**config.mk**
```make
export PLATFORM = sky130hd
export DESIGN_NAME = mem_write_buffer_flat
export DESIGN_NICKNAME = d
export VERILOG_FILES = /design/src/rtl/mem_write_buffer_if.sv /design/src/rtl/mem_write_buffer.sv /design/src/flat_wrapper.sv
export SDC_FILE = /design/constraint.sdc
export NUM_CORES = 1
export LEC_CHECK = 0
export CAP_MARGIN = 20
export CORE_MARGIN = 2
export CORE_UTILIZATION = 45
export DETAILED_ROUTE_END_ITERATION = 8
export PLACE_DENSITY_LB_ADDON = 0.3
export SYNTH_ARGS = -nofsm -noshare
export SYNTH_HDL_FRONTEND = slang
export SYNTH_SLANG_ARGS = --single-unit
```
**constraint.sdc**
```tcl
create_clock -name CLK -period 11.3 [get_ports CLK]
set_input_delay 1.695 -clock CLK [delete_from_list [all_inputs] [get_ports CLK]]
set_output_delay 1.695 -clock CLK [all_outputs]
set_load 0.02 [all_outputs]
```
**src/rtl/mem_write_buffer_if.sv**
```systemverilog
// Core-side and memory-side signal bundle for the posted-store write buffer.
// The slave modport is the buffer's view; master is the core/memory side.
interface mem_write_buffer_if #(
  parameter int DEPTH  = 4,
  parameter int DATA_W = 32,
  parameter int ADDR_W = 32
);
  localparam int CNT_W = $clog2(DEPTH + 1);

  logic              CORE_WE;
  logic              CORE_RE;
  logic [ADDR_W-1:0] CORE_ADDR;
  logic [DATA_W-1:0] CORE_WDATA;
  logic [DATA_W-1:0] CORE_RDATA;
  logic              STALL;
  logic              MEM_WE;
  logic [ADDR_W-1:0] MEM_ADDR;
  logic [DATA_W-1:0] MEM_WDATA;
  logic [DATA_W-1:0] MEM_RDATA;
  logic              MEM_READY;
  logic              EMPTY;
  logic [CNT_W-1:0]  COUNT;

  modport slave (
    input  CORE_WE, CORE_RE, CORE_ADDR, CORE_WDATA, MEM_RDATA, MEM_READY,
    output CORE_RDATA, STALL, MEM_WE, MEM_ADDR, MEM_WDATA, EMPTY, COUNT
  );

  modport master (
    output CORE_WE, CORE_RE, CORE_ADDR, CORE_WDATA, MEM_RDATA, MEM_READY,
    input  CORE_RDATA, STALL, MEM_WE, MEM_ADDR, MEM_WDATA, EMPTY, COUNT
  );
endinterface

```
**src/rtl/mem_write_buffer.sv**
```systemverilog
// Posted-store FIFO between core data port and data memory, with load forwarding.
// Optional macro WB_COALESCE_EN: stores hitting a pending word overwrite it in place.
module mem_write_buffer #(
  parameter int DEPTH  = 4,
  parameter int DATA_W = 32,
  parameter int ADDR_W = 32
) (
  input  logic             CLK,
  input  logic             RESET,
  mem_write_buffer_if.slave bus
);
  localparam int PTR_W = $clog2(DEPTH);
  localparam int CNT_W = $clog2(DEPTH + 1);
  localparam int WA_W  = ADDR_W - 2;

  logic [WA_W-1:0]   addr_q [DEPTH];
  logic [DATA_W-1:0] data_q [DEPTH];
  logic [PTR_W-1:0]  head_q, head_d;
  logic [PTR_W-1:0]  tail_q, tail_d;
  logic [CNT_W-1:0]  count_q, count_d;

  logic              empty;
  logic              full;
  logic              drain;
  logic              enq;
  logic              coal;
  logic              stall;
  logic              hit;
  logic [PTR_W-1:0]  hit_idx;
  logic [WA_W-1:0]   core_wa;

  assign core_wa = bus.CORE_ADDR[ADDR_W-1:2];
  assign empty   = (count_q == '0);
  assign full    = (count_q == CNT_W'(DEPTH));
  // Loads own the single memory port, so a pending load blocks draining.
  assign drain   = !empty && !bus.CORE_RE && bus.MEM_READY;

  // Walk valid entries oldest to youngest; the last match is the youngest.
  always_comb begin
    hit     = 1'b0;
    hit_idx = head_q;
    for (int k = 0; k < DEPTH; k++) begin
      if ((CNT_W'(k) < count_q) && (addr_q[head_q + PTR_W'(k)] == core_wa)) begin
        hit     = 1'b1;
        hit_idx = head_q + PTR_W'(k);
      end
    end
  end

`ifdef WB_COALESCE_EN
  assign coal = bus.CORE_WE && hit && !(drain && (hit_idx == head_q));
`else
  assign coal = 1'b0;
`endif

  assign stall = bus.CORE_WE && full && !drain && !coal;
  assign enq   = bus.CORE_WE && !stall && !coal;

  always_comb begin
    count_d = count_q;
    case ({enq, drain})
      2'b10:   count_d = count_q + CNT_W'(1);
      2'b01:   count_d = count_q - CNT_W'(1);
      default: count_d = count_q;
    endcase
    head_d = drain ? head_q + PTR_W'(1) : head_q;
    tail_d = enq   ? tail_q + PTR_W'(1) : tail_q;
  end

  always_ff @(posedge CLK or negedge RESET) begin
    if (!RESET) begin
      head_q  <= '0;
      tail_q  <= '0;
      count_q <= '0;
    end else begin
      head_q  <= head_d;
      tail_q  <= tail_d;
      count_q <= count_d;
    end
  end

  // Entry payload needs no reset; validity comes from head/count alone.
  always_ff @(posedge CLK) begin
    if (enq) begin
      addr_q[tail_q] <= core_wa;
      data_q[tail_q] <= bus.CORE_WDATA;
    end
    if (coal) begin
      data_q[hit_idx] <= bus.CORE_WDATA;
    end
  end

  assign bus.MEM_WE     = drain;
  assign bus.MEM_ADDR   = drain ? {addr_q[head_q], 2'b00} : bus.CORE_ADDR;
  assign bus.MEM_WDATA  = drain ? data_q[head_q] : '0;
  assign bus.CORE_RDATA = (bus.CORE_RE && hit) ? data_q[hit_idx] : bus.MEM_RDATA;
  assign bus.STALL      = stall;
  assign bus.EMPTY      = empty;
  assign bus.COUNT      = count_q;
endmodule

```
**src/flat_wrapper.sv**
```systemverilog
// flat-port wrapper written by rule: the top's interface ports become plain ports
module mem_write_buffer_flat 
#(
  parameter int DEPTH  = 4,
  parameter int DATA_W = 32,
  parameter int ADDR_W = 32
)
  (CLK, RESET, bus_CORE_WE, bus_CORE_RE, bus_CORE_ADDR, bus_CORE_WDATA, bus_MEM_RDATA, bus_MEM_READY, bus_CORE_RDATA, bus_STALL, bus_MEM_WE, bus_MEM_ADDR, bus_MEM_WDATA, bus_EMPTY, bus_COUNT);
  mem_write_buffer_if #(.DEPTH(DEPTH), .DATA_W(DATA_W), .ADDR_W(ADDR_W)) bus_i ();
  input  logic CLK;
  input  logic RESET;
  input wire logic [$bits(bus_i.CORE_WE)-1:0] bus_CORE_WE;
  input wire logic [$bits(bus_i.CORE_RE)-1:0] bus_CORE_RE;
  input wire logic [$bits(bus_i.CORE_ADDR)-1:0] bus_CORE_ADDR;
  input wire logic [$bits(bus_i.CORE_WDATA)-1:0] bus_CORE_WDATA;
  input wire logic [$bits(bus_i.MEM_RDATA)-1:0] bus_MEM_RDATA;
  input wire logic [$bits(bus_i.MEM_READY)-1:0] bus_MEM_READY;
  output wire logic [$bits(bus_i.CORE_RDATA)-1:0] bus_CORE_RDATA;
  output wire logic [$bits(bus_i.STALL)-1:0] bus_STALL;
  output wire logic [$bits(bus_i.MEM_WE)-1:0] bus_MEM_WE;
  output wire logic [$bits(bus_i.MEM_ADDR)-1:0] bus_MEM_ADDR;
  output wire logic [$bits(bus_i.MEM_WDATA)-1:0] bus_MEM_WDATA;
  output wire logic [$bits(bus_i.EMPTY)-1:0] bus_EMPTY;
  output wire logic [$bits(bus_i.COUNT)-1:0] bus_COUNT;
  assign bus_i.CORE_WE = bus_CORE_WE;
  assign bus_i.CORE_RE = bus_CORE_RE;
  assign bus_i.CORE_ADDR = bus_CORE_ADDR;
  assign bus_i.CORE_WDATA = bus_CORE_WDATA;
  assign bus_i.MEM_RDATA = bus_MEM_RDATA;
  assign bus_i.MEM_READY = bus_MEM_READY;
  assign bus_CORE_RDATA = bus_i.CORE_RDATA;
  assign bus_STALL = bus_i.STALL;
  assign bus_MEM_WE = bus_i.MEM_WE;
  assign bus_MEM_ADDR = bus_i.MEM_ADDR;
  assign bus_MEM_WDATA = bus_i.MEM_WDATA;
  assign bus_EMPTY = bus_i.EMPTY;
  assign bus_COUNT = bus_i.COUNT;
  mem_write_buffer #(.DEPTH(DEPTH), .DATA_W(DATA_W), .ADDR_W(ADDR_W)) u_core (.CLK(CLK), .RESET(RESET), .bus(bus_i));
endmodule
```
# Yosys cells after proc, flatten, opt, wreduce, memory -nomap -nowiden
# Memories as Yosys holds them, arrays and structs flattened.
# Index checks and enable logic that the tools add are counted.
classes:
  magnitude_cmp: 4
  n_addsub: 6
  n_eq_ne: 7
  muxes: 13
  reduce_logical: 16
ops:
  columns: ["operator", "count"]
  rows:
  - ["$eq A30 B30 Y1", 4]
  - ["$mux W32", 3]
  - ["$logic_and A1 B1 Y1", 10]
  - ["$lt A1 B3 Y1 const A", 2]
  - ["$lt A2 B3 Y1 const A", 2]
  - ["$mux W1", 6]
  - ["$mux W2", 3]
  - ["$pmux W3 S2", 1]
  - ["$add A2 B1 Y2 const B", 2]
  - ["$add A2 B2 Y2 const B", 2]
  - ["$logic_not A1 Y1", 4]
  - ["$add A3 B1 Y3 const B", 1]
  - ["$eq A3 B3 Y1 const B", 1]
  - ["$logic_not A3 Y1", 1]
  - ["$sub A3 B1 Y3 const B", 1]
  - ["$eq A2 B1 Y1 const B", 1]
  - ["$eq A2 B2 Y1 const B", 1]
  - ["$reduce_bool A2 Y1", 1]
word_totals:
  wordCells: 51
  ram_bits: 248
  memories: 2
  register_bits: 7
mem_list:
  columns: ["memory", "words", "width", "read_ports", "rd_ports_with_merged_regs", "wr", "line_no", "rtl"]
  rows:
  - ["u_core.data_q", 4, 32, 2, 0, 1, "mem_write_buffer.sv:17", "logic [DATA_W-1:0] data_q [DEPTH];"]
  - ["u_core.addr_q", 4, 30, 4, 0, 1, "mem_write_buffer.sv:16", "logic [WA_W-1:0] addr_q [DEPTH];"]

# Logic depth before layout (Yosys ltp)
# Gate-level depths: netlist of the first run.
depth:
  ltp_word: 10
  mapped_depth: 17
  ltp_nobuf: 12

# Worst setup path before layout of the first run
# Ideal clock, no wire load.
synth_path:
  kind: "input port to output port"
  start: "input bus_CORE_ADDR[15]"
  end: "output bus_CORE_RDATA[10]"
  arrival_ns: 4.610
  path_stages: 12
  slack_ns: 4.995
  t_required_ns: 9.605
  path_cell_list: "clkbuf_1 > inv_1 > a221oi_1 > a21oi_1 > or4_1 > nor3_2 > a31o_2 > mux2i_4 > xnor2_4 > buf_4 > mux2i_1 > a211oi_1"
synth_via:
  elab_chain_cells: 8
  word_cells_on_any_way: 18
synth_rtl:
  columns: ["item", "line_no", "rtl"]
  rows:
  - ["from (decl)", "flat_wrapper.sv:14", "input wire logic [$bits(bus_i.CORE_ADDR)-1:0] bus_CORE_ADDR;"]
  - ["branches (longest 7 deep; another with $mem_v2 Z4 W32)", null, null]
  - ["$mux W32 (*)", "mem_write_buffer.sv:96", "assign bus.CORE_RDATA = (bus.CORE_RE && hit) ? data_q[hit_idx] : bus.MEM_RDATA;"]
  - ["to (decl)", "flat_wrapper.sv:18", "output wire logic [$bits(bus_i.CORE_RDATA)-1:0] bus_CORE_RDATA;"]
# Mark *: on every way between the ends.

# Worst setup path after layout of the first run
layout_path:
  start: "register u_core.head_q[0]"
  end: "output bus_CORE_RDATA[1]"
layout_via:
  elab_chain_cells: 9
  word_cells_on_any_way: 22
layout_rtl:
  columns: ["item", "line_no", "rtl"]
  rows:
  - ["from (decl)", "mem_write_buffer.sv:18", "logic [PTR_W-1:0] head_q, head_d;"]
  - ["from (signal assigned)", "mem_write_buffer.sv:72", "head_q <= '0;"]
  - ["from (signal assigned)", "mem_write_buffer.sv:76", "head_q <= head_d;"]
  - ["$add A2 B1 Y2 or $mem_v2 Z4 W30 (tied branches)", null, null]
  - ["$mem_v2 Z4 W30 or $eq A30 B30 Y1 (tied branches)", null, null]
  - ["$eq A30 B30 Y1 or $logic_and A1 B1 Y1 (tied branches)", "mem_write_buffer.sv:43", "if ((CNT_W'(k) < count_q) && (addr_q[head_q + PTR_W'(k)] == core_wa)) begin"]
  - ["$logic_and A1 B1 Y1 or $mux W1 (tied branches)", "mem_write_buffer.sv:43", null]
  - ["$mux W2 or $mux W1 (tied branches) (3 in a row)", "mem_write_buffer.sv:43", null]
  - ["$mem_v2 Z4 W32 or $logic_and A1 B1 Y1 (tied branches)", null, null]
  - ["$mux W32 (*)", "mem_write_buffer.sv:96", null]
# Mark *: on every way between the ends. The rest lies on a longest branch, timed or not.

==> results.toml, run 1 <==
[outcome]
status = "complete, no violations"

[drt]
met3WireLength_mm = 3.28
first_pass_iters = 5
vias_per_cell = 6.20
drt_first_iter_violations = 1256
antenna_left = 0
drc = 0
drt_wl_total_mm = 45.7
dr_wl_met2_mm = 21.8
wl_met1_mm = 19.7
wl_per_cell_um = 24.5
vias = 11600
top_layer_used = "met5"

[layout]
drive_gt1_frac = 0.146
syn_to_final_growth_pct = 20.1
postLayoutCellArea_sq_um = 19300
area.sequential_sq_um = 7630
nNetsFinal = 1493
fillers = 2969
multi_input_area_sq_um = 7890
fin_util = 0.547

[timing]
tns_ns = 0
worst_slack_ns = 2.34
tightest_slew_ns = 1.09
finalClockSkew_ns = 0.0252
slew_headroom = 0.273
rsz0062_at_grt = "no"
setup_viol = 0
fmax_mhz = 112
post-route-period-util = 0.793
holdWs_ns = 0.554
post-route-min-period_ns = 8.96
hold_viol = 0
maxSlewViolCount = 0

[yosys]
synthTopCellsByCount = "edfxtp_1 (248), mux2i_1 (125), xnor2_1 (100)"
synth-edff-count = 248
syn_inst = 1244
yosys-top-cells-area = "edfxtp_1 (46%), mux4_2 (14%), mux2i_1 (7.8%)"
yosys.area.top_type_share = 0.462
synth_nets = 1353
synth-seq-area-share = 0.473
ys_async_sr_fraction = 0.0275
synth_flop_cell = "edfxtp_1"
synth_most_common_cell = "edfxtp_1"
ys_types = 73
ys_ff_latch = 255
ys_warn_count = 0
avgSynthCellArea_sq_um = 13.0
syn_area_sq_um = 16100
yosysTopAreaCell = "edfxtp_1"

[setup_path]
r2r-end = "u_core.addr_q[1][21]$_DFFE_PP_"
path_max_fanout = 55
r2r-start = "u_core.bus.COUNT[0]$_DFFE_PN0P_"
crit_chain = "buf_4 > mux2i_1 > o2bb2ai_1 > nor4_1 > nand3_1 > a2111oi_4 > nand2_2 > mux2i_4 > xnor2_4 > buf_4 > mux2i_1 > a211oi_1 > clkdlybuf4s50_1"
worst-path-buf-inv = 3
crit_slowest_cell = "dfrtp_4"
critPathTopFamily = "buffers and inverters"
start_kind = "flip-flop"
required_ns = 9.61
critPathArrivalTime_ns = 7.26
rr_worst_depth = 7
slowest_delay_ns = 1.06
crit_type = "reg -> out"
cp-end-kind = "output pin"
rrSetupSlack_ns = 8.10

[grt]
grt_pass1_wl_mm = 70.0
grt_remaining_overflow = 0
grt_start_max_net_pins = 66
grt_pass1_vias = 11400
antenna_found_initial = 2
grt_usage = 0.241

[clock_tree]
clock-sinks = 255
clock_path_buffers = 3
ctsHoldBuffers = 0
clkTransAtPathRegs_ns = 0.06
cts_root_buffer = "clkbuf_16"
cts_buffers = 28
htreeDepth = 1
cts_tree = "yes"
clock_latency_ns = 0.56
post_cts_buffers = 0
cts-resized-gates = 0

[floorplan]
ios = 203
die_y_um = 193
die_w_um = 193
fp.coreArea_sq_um = 35400
start_util = 0.455
dieArea_sq_um = 37300
rows = 69

[placement]
post-dp-hpwl_mm = 30.9
finalWeightedCongestion = 0.959
post_dp_cell_area_sq_um = 18300
io_buffers = 202
dp_slack_ns = 2.36

[pwr]
ir_worst_vdd_mv = 0.144
power_leakage_nw = 6.40
cellPowerDensity_nw_per_um2 = 237

[hold_path]
hold_depth = 1
worstHoldEndpoint = "u_core.bus.COUNT[2]$_DFFE_PN0P_"
hold_start = "u_core.bus.COUNT[2]$_DFFE_PN0P_"
hold_class = "reg -> reg"

[job]
maxCapViolCount = 0
state kept, by name, summed over array words and instances (netlist names):
| name | cells |
|---|---|
| u_core.data_q | 128 |
| u_core.bus.COUNT | 3 |
| u_core.addr_q | 120 |
| u_core.head_q | 2 |
| u_core.tail_q | 2 |
per-layer routing:
| metal | vias to the layer above | GRT usage |
|---|---|---|
| li1 | 5165 | - |
| met1 | 5879 | 0.347 |
| met2 | 466 | 0.386 |
| met3 | 58 | 0.0357 |
| met4 | 2 | 0.0571 |
| met5 | - | 0 |
area by class of cell:
| cell class | instances | share of cell area |
|---|---|---|
| Antenna cell | 1 | 0.000129 |
| Clock buffer | 38 | 0.0402 |
| Clock inverter | 11 | 0.0107 |
| Inverter | 15 | 0.00291 |
| Multi-Input combinational cell | 862 | 0.408 |
| Sequential cell | 255 | 0.394 |
| Tap cell | 461 | 0.0298 |
| Timing Repair Buffer | 222 | 0.114 |
layout by cell type, fill, tap and decap left out, types with 6 or more instances in the layout:
| cell | Yosys | routed |
|---|---|---|
| a211oi_1 | 57 | 57 |
| a21oi_1 | 10 | 10 |
| a22o_1 | 27 | 27 |
| a22oi_1 | 7 | 7 |
| and2_1 | 42 | 38 |
| buf_4 | 11 | 18 |
| clkbuf_1 | 53 | 6 |
| clkbuf_16 | 0 | 28 |
| clkdlybuf4s50_1 | 0 | 202 |
| edfxtp_1 | 248 | 248 |
| ha_1 | 8 | 8 |
| inv_1 | 14 | 13 |
| mux2_2 | 15 | 15 |
| mux2i_1 | 125 | 125 |
| mux4_2 | 97 | 97 |
| nand2_1 | 88 | 88 |
| nand3_1 | 40 | 40 |
| nand4_1 | 19 | 19 |
| nor2_1 | 49 | 49 |
| nor4_1 | 14 | 14 |
| o211ai_1 | 7 | 7 |
| o21ai_0 | 44 | 43 |
| o22ai_1 | 6 | 6 |
| xnor2_1 | 100 | 100 |
| xor2_1 | 13 | 13 |
per-stage QoR:
stage / instances / total power, mW
4_1_cts: 1863 / 4.61
3_3_place_gp: 1814 / 3.61
3_5_place_dp: 1814 / 3.63
2_1_floorplan: 1244 / 3.01
5_1_grt: 1865 / 4.81
6_report: 1865 / 4.59
worst register-to-register path: stages (launching register included):
cell	delay (ns)
dfrtp_1	0.46
inv_1	0.12
ha_1	0.24
nand3_1	0.07
nor2_1	0.05
nor2b_1	0.41
and2_2	0.79
buf_4	0.64
cells by family (layout without fill, tap and decap cells):
kind of cell	Yosys count	in the layout	share of synthesized area
xor gates and xnor gates	114	114	0.0631
and+or+nand+nor	284	284	0.0885
AOI/OAI and AO/OA	215	215	0.101
muxes	241	241	0.228
adders and majority gates	8	8	0.00621
DFF	255	255	0.473
other	0	1	0
buffers and inverters	127	286	0.0403
where the power goes:
part | total [mW] | internal, mW | switching (mW)
clock | 0.966 | 0.595 | 0.370
sequential | 1.43 | 1.25 | 0.181
combinational | 2.19 | 1.00 | 1.19
worst max-delay path by stage:
stage / start / to / slack [ns] / cells after the start
after floorplan: bus_CORE_ADDR[15] / bus_CORE_RDATA[10] / 5.00 / 12
after global placement: bus_CORE_ADDR[15] / bus_CORE_RDATA[0] / 2.53 / 14
after detailed placement: bus_CORE_ADDR[6] / bus_CORE_RDATA[1] / 2.36 / 12
after CTS: u_core.head_q[0]$_DFFE_PN0P_ / bus_CORE_RDATA[1] / 2.26 / 13
after global routing: u_core.head_q[0]$_DFFE_PN0P_ / bus_CORE_RDATA[1] / 1.87 / 14
final: u_core.head_q[0]$_DFFE_PN0P_ / bus_CORE_RDATA[1] / 2.34 / 13
Note: power is estimated with default switching activity, not from simulation.
==> inputs of run 2 (changes only) <==
==> constraint.sdc (replaced) <==
create_clock -name CLK -period 9.01 [get_ports CLK]
set_input_delay 1.3515 -clock CLK [delete_from_list [all_inputs] [get_ports CLK]]
set_output_delay 1.3515 -clock CLK [all_outputs]
set_load 0.02 [all_outputs]
==> run 2 against run 1 <==
  * Utilization fell by 0.22 points
  * Via count fell by 0.41%
  * Critical path type is now in -> out
  * Register-to-register slack got worse by 2.3 ns
  * Routed wire length rose by 1.5%
  * Global-route usage rose by 0.12 points
  * Sequential share of layout area rose by 0.16 points
  * Cell count barely moved
  * Flip-flop and latch count did not move
  * First-iteration DRC count fell by 10%
  * Non-clock buffer count rose by 3
==> results.toml, run 2 (synthesis results as in run 1) <==
[setup_path]
required_ns = 7.66
path_max_fanout = 27
critPathArrivalTime_ns = 6.41
start_kind = "primary input"
cp-end-kind = "output pin"
crit_type = "in -> out"

[hold_path]
hold_class = "reg -> reg"

[layout]
fillers = 2994
largest_reg_flops = 128
final_cells = 1866
area.sequential_sq_um = 7630
top_register = "u_core.data_q"
postLayoutCellArea_sq_um = 19300
fin_util = 0.544
multi_input_area_sq_um = 7890
antenna_cells = 0
drive_gt1_frac = 0.146
syn_to_final_growth_pct = 19.6
most-common-layout-cells = "edfxtp_1 (248), clkdlybuf4s50_1 (202), mux2i_1 (125), xnor2_1 (100), mux4_2 (97)"
nNetsFinal = 1495
final_common_cell = "edfxtp_1"

[clock_tree]
clkTransAtPathRegs_ns = 0.06
cts_tree = "yes"
cts_root_buffer = "clkbuf_16"
post_cts_buffers = 0
ctsHoldBuffers = 0
cts-resized-gates = 0
clock_path_buffers = 3
clock_latency_ns = 0.56
htreeDepth = 1
clock-sinks = 255
cts_buffers = 27

[placement]
finalWeightedCongestion = 0.968
post-place-cells = 1817
io_buffers = 202
dp_slack_ns = 1.25
post_dp_cell_area_sq_um = 18400
post-dp-hpwl_mm = 31.7

[floorplan]
start_util = 0.455
die_y_um = 193
rows = 69
fp.coreArea_sq_um = 35400
die_w_um = 193
dieArea_sq_um = 37300
ios = 203

[drt]
drc = 0
drt_first_iter_violations = 1128
first_pass_iters = 7
wl_per_cell_um = 24.9
antenna_left = 0
drt_wl_total_mm = 46.4
vias_per_cell = 6.18
vias = 11500

[grt]
grt_usage = 0.242
grt_remaining_overflow = 0
grt_pass1_wl_mm = 70.4
antenna_found_initial = 1
grt_pass1_vias = 11500
grt_start_max_net_pins = 76

[outcome]
status = "complete, no violations"

[timing]
rsz0062_at_grt = "no"
setup_viol = 0
tightest_slew_ns = 1.11
slew_headroom = 0.261
holdWs_ns = 0.554
post-route-min-period_ns = 7.76
post-route-period-util = 0.862
fmax_mhz = 129
hold_viol = 0
finalClockSkew_ns = 0.0210
worst_slack_ns = 1.25
tns_ns = 0
maxSlewViolCount = 0

[pwr]
power_leakage_nw = 6.38
ir_worst_vdd_mv = 0.211
cellPowerDensity_nw_per_um2 = 294
p_total_mw = 5.67

[job]
maxCapViolCount = 0
run 2: cell types whose count changed in the layout (fill, tap and decap cells not counted), sizes merged:
cell / previous run / this run
clkinvlp: 2 / 0
bufinv: 5 / 3
clkbuf: 38 / 33
diode: 1 / 0
buf: 20 / 23
clkinv: 4 / 10
inv: 15 / 17
run 2: critical path: stages:
cell and delay, ns:
clkdlybuf4s50_1 0.80, inv_1 0.22, a221oi_1 0.31, a21oi_1 0.06
or4_1 0.58, nor3_2 0.36, a31o_4 0.51, mux2i_4 0.16
xnor2_4 0.61, buf_4 0.31, mux2i_1 0.10, a211oi_1 0.34
clkdlybuf4s50_1 0.68
run 2: worst paths after layout:
check	end	startpoint	cells past startpoint	slack, ns
max	bus_CORE_RDATA[22]	bus_CORE_ADDR[15]	13	1.25
min	u_core.bus.COUNT[2]$_DFFE_PN0P_	u_core.bus.COUNT[2]$_DFFE_PN0P_	1	0.55
max reg2reg	u_core.addr_q[0][24]$_DFFE_PP_	u_core.bus.COUNT[0]$_DFFE_PN0P_	7	5.76
min reg2reg	u_core.bus.COUNT[2]$_DFFE_PN0P_	u_core.bus.COUNT[2]$_DFFE_PN0P_	1	0.55
max in group asynchronous	u_core.head_q[1]$_DFFE_PN0P_	RESET	1	7.66
min in group asynchronous	u_core.tail_q[1]$_DFFE_PN0P_	RESET	1	1.06
run 2: where the power goes:
group | internal (mW) | switching, mW
Clock | 0.638 | 0.461
Combinational | 1.27 | 1.50
Sequential | 1.57 | 0.228
Total | 3.48 | 2.19
run 2: layout make-up:
type	instances	area share
tap	461	0.0299
clock buffer	33	0.0362
clock inverter	15	0.00851
timing repair buffer	225	0.117
sequential	255	0.396
inverter	15	0.00292
multi-input combinational	862	0.410
run 2: routing by layer:
layer / wire (um) / vias up / part of all wire / track usage
li1: - / 5169 / - / -
met1: 20000 / 5828 / 0.43 / 0.344
met2: 22400 / 461 / 0.48 / 0.395
met3: 3000 / 65 / 0.065 / 0.0328
met4: 989 / 0 / 0.021 / 0.0580
met5: 0 / - / 0 / 0
==> RTL edit (config.mk and constraints of run 2) <==
Make the reset (`RESET`) synchronous in one clocked block.
--- a/src/rtl/mem_write_buffer.sv
+++ b/src/rtl/mem_write_buffer.sv
@@ -68,5 +68,5 @@
   end
 
-  always_ff @(posedge CLK or negedge RESET) begin
+  always_ff @(posedge CLK) begin
     if (!RESET) begin
       head_q  <= '0;
Check against the original RTL: differs if RESET is asserted again (counterexample within 4 cycles, from zero or initial values and one cycle with RESET low); with RESET held inactive, the same outputs for 4 cycles.
==> RTL edit against run 2 <==
Setup slack got worse by 380 ps. Cell area increased by 2.9%. Register-to-register slack got worse by 390 ps. Wire length increased by 14%. Worst hold slack improved by 130 ps. Sequential cell count increased by 2. Synthesized area increased by 3.2%. Critical path type is now reg -> out.
Power is not compared: it rests on default switching activity, and its combinational part moved more than twofold at a synthesized area within 25%.
==> RTL edit: results (changes against run 2) <==
* Status: finished clean
* Syn avg cell area at 12.2 µm² (-6.0%)
* R2r endpoint: u_core.data_q[3][24]
* Slowest stage delay, CP at 870 ps (+70 ps)
* Routability congestion estimate at 0.985 (+1.8%)
* Wire per inst at 26.5 µm (+6.6%)
* CP max stage cell: dfxtp_4
* HP Class: reg -> reg
* Cell variety after synth at 77 (+5.5%)
* Vias in the first global route at 12600 (+10%)
* Family with the most delay on the worst path: simple AND/OR/NAND/NOR gates
* Top post-synthesis cells by count: edfxtp_1, nand2_1, mux4_2, xnor2_1, mux2i_1
* First-pass GRT wire length at 79400 µm (+13%)
* Vias/cell at 6.46 (+4.6%)
* Clock Pin Slew Worst Setup and Hold Paths at 60 ps (about the same)
* Post-route clock skew at 12.4 ps (-8.56 ps)
* Hold path startpoint: u_core.tail_q[1]
* Slew headroom at 25.3% (-0.78 points)
* Number of setup buffers added after CTS at 0 (unchanged)
* Routed length on met1 at 21600 µm (+8.1%)
* Critical Path Start: u_core.head_q[1]
* Initial antenna violation count at 5 (+4)
* Crit Path Max Fanout at 51 (+89%)
* Nets at 1615 (+8.0%)
* Largest net degree at the start of global routing at 63 (-17%)
* Placed Area at 18900 µm² (+3.0%)
* Met3 wire length at 5190 µm (+73%)
* H-Tree Level Count at 1 (unchanged)
* Top cells by area, synth: edfxtp_1, mux4_2, xnor2_1
* Critical Path Sink: bus_CORE_RDATA[30]
* Syn nets at 1476 (+9.1%)
* CTS Buf Count at 29 (+7.4%)
* Setup slack, reg-to-reg at 5370 ps (-390 ps)
* DP Worst Slack at 947 ps (-306 ps)
* Initial drt markers at 1371 (+22%)
* Top sig layer: met5
* Total GRT Usage at 27.3% (+3.1 points)
* Ys async rst share at 0% (-2.7 points)
* Hold EP: u_core.tail_q[1]
* Seq/Total Area, Yosys at 45.9% (-1.5 points)
* Reg2Reg Depth at 8 (+1)
* Share of cells above drive strength 1 at 15.2% (+0.65 points)
* Launching point of the worst reg2reg path: u_core.bus.COUNT[1]
* DP HPWL at 35900 µm (+13%)
* Hold slack at 683 ps (+129 ps)
* WHS Path Cells at 4 (+3)
## RTL edit: cell count changes in the layout (fill, tap and decap cells not counted), moves of 32 or more
| cell | run 2 | this run |
|---|---|---|
| nand2_1 | 88 | 151 |
| inv_1 | 13 | 51 |
| mux2i_1 | 125 | 79 |
| a211oi_1 | 57 | 4 |
| a31oi_1 | 3 | 35 |
| a21oi_1 | 10 | 44 |
## RTL edit: layout make-up
cell class                      instances  area [µm²]
Clock inverter                         18         138
Clock buffer                           36         752
Inverter                               53         199
Timing Repair Buffer                  228        2250
Fill cell                            3058       16700
Antenna cell                            3        7.51
Multi-Input combinational cell        937        8250
Tap cell                              468         586
Sequential cell                       257        7640
## RTL edit: logic make-up (layout without fill, tap and decap cells)
family | count (synthesis) | in the layout | share of synthesized area, %
AO/OA/AOI/OAI | 277 | 277 | 13.5
buffers and inverters | 173 | 335 | 4.78
multiplexers | 194 | 194 | 19.2
adder cells (fa/ha/maj) | 8 | 8 | 0.602
AND/OR/NAND/NOR | 350 | 350 | 10.4
flip-flops | 257 | 257 | 45.9
XOR/XNOR | 108 | 108 | 5.69
other | 0 | 3 | 0
## RTL edit: report_power, final
group	internal [mW]	leakage (nW)	switching (mW)
Clock	0.645	0.437	0.482
Combinational	0.450	3.65	0.547
Sequential	1.39	2.35	0.0985
## RTL edit: layer usage
| metal | up-vias | GRT usage [%] |
|---|---|---|
| met5 | - | 0 |
| met4 | 2 | 8.19 |
| met3 | 97 | 5.17 |
| met2 | 736 | 43.4 |
| met1 | 6468 | 38.2 |
| li1 | 5614 | - |
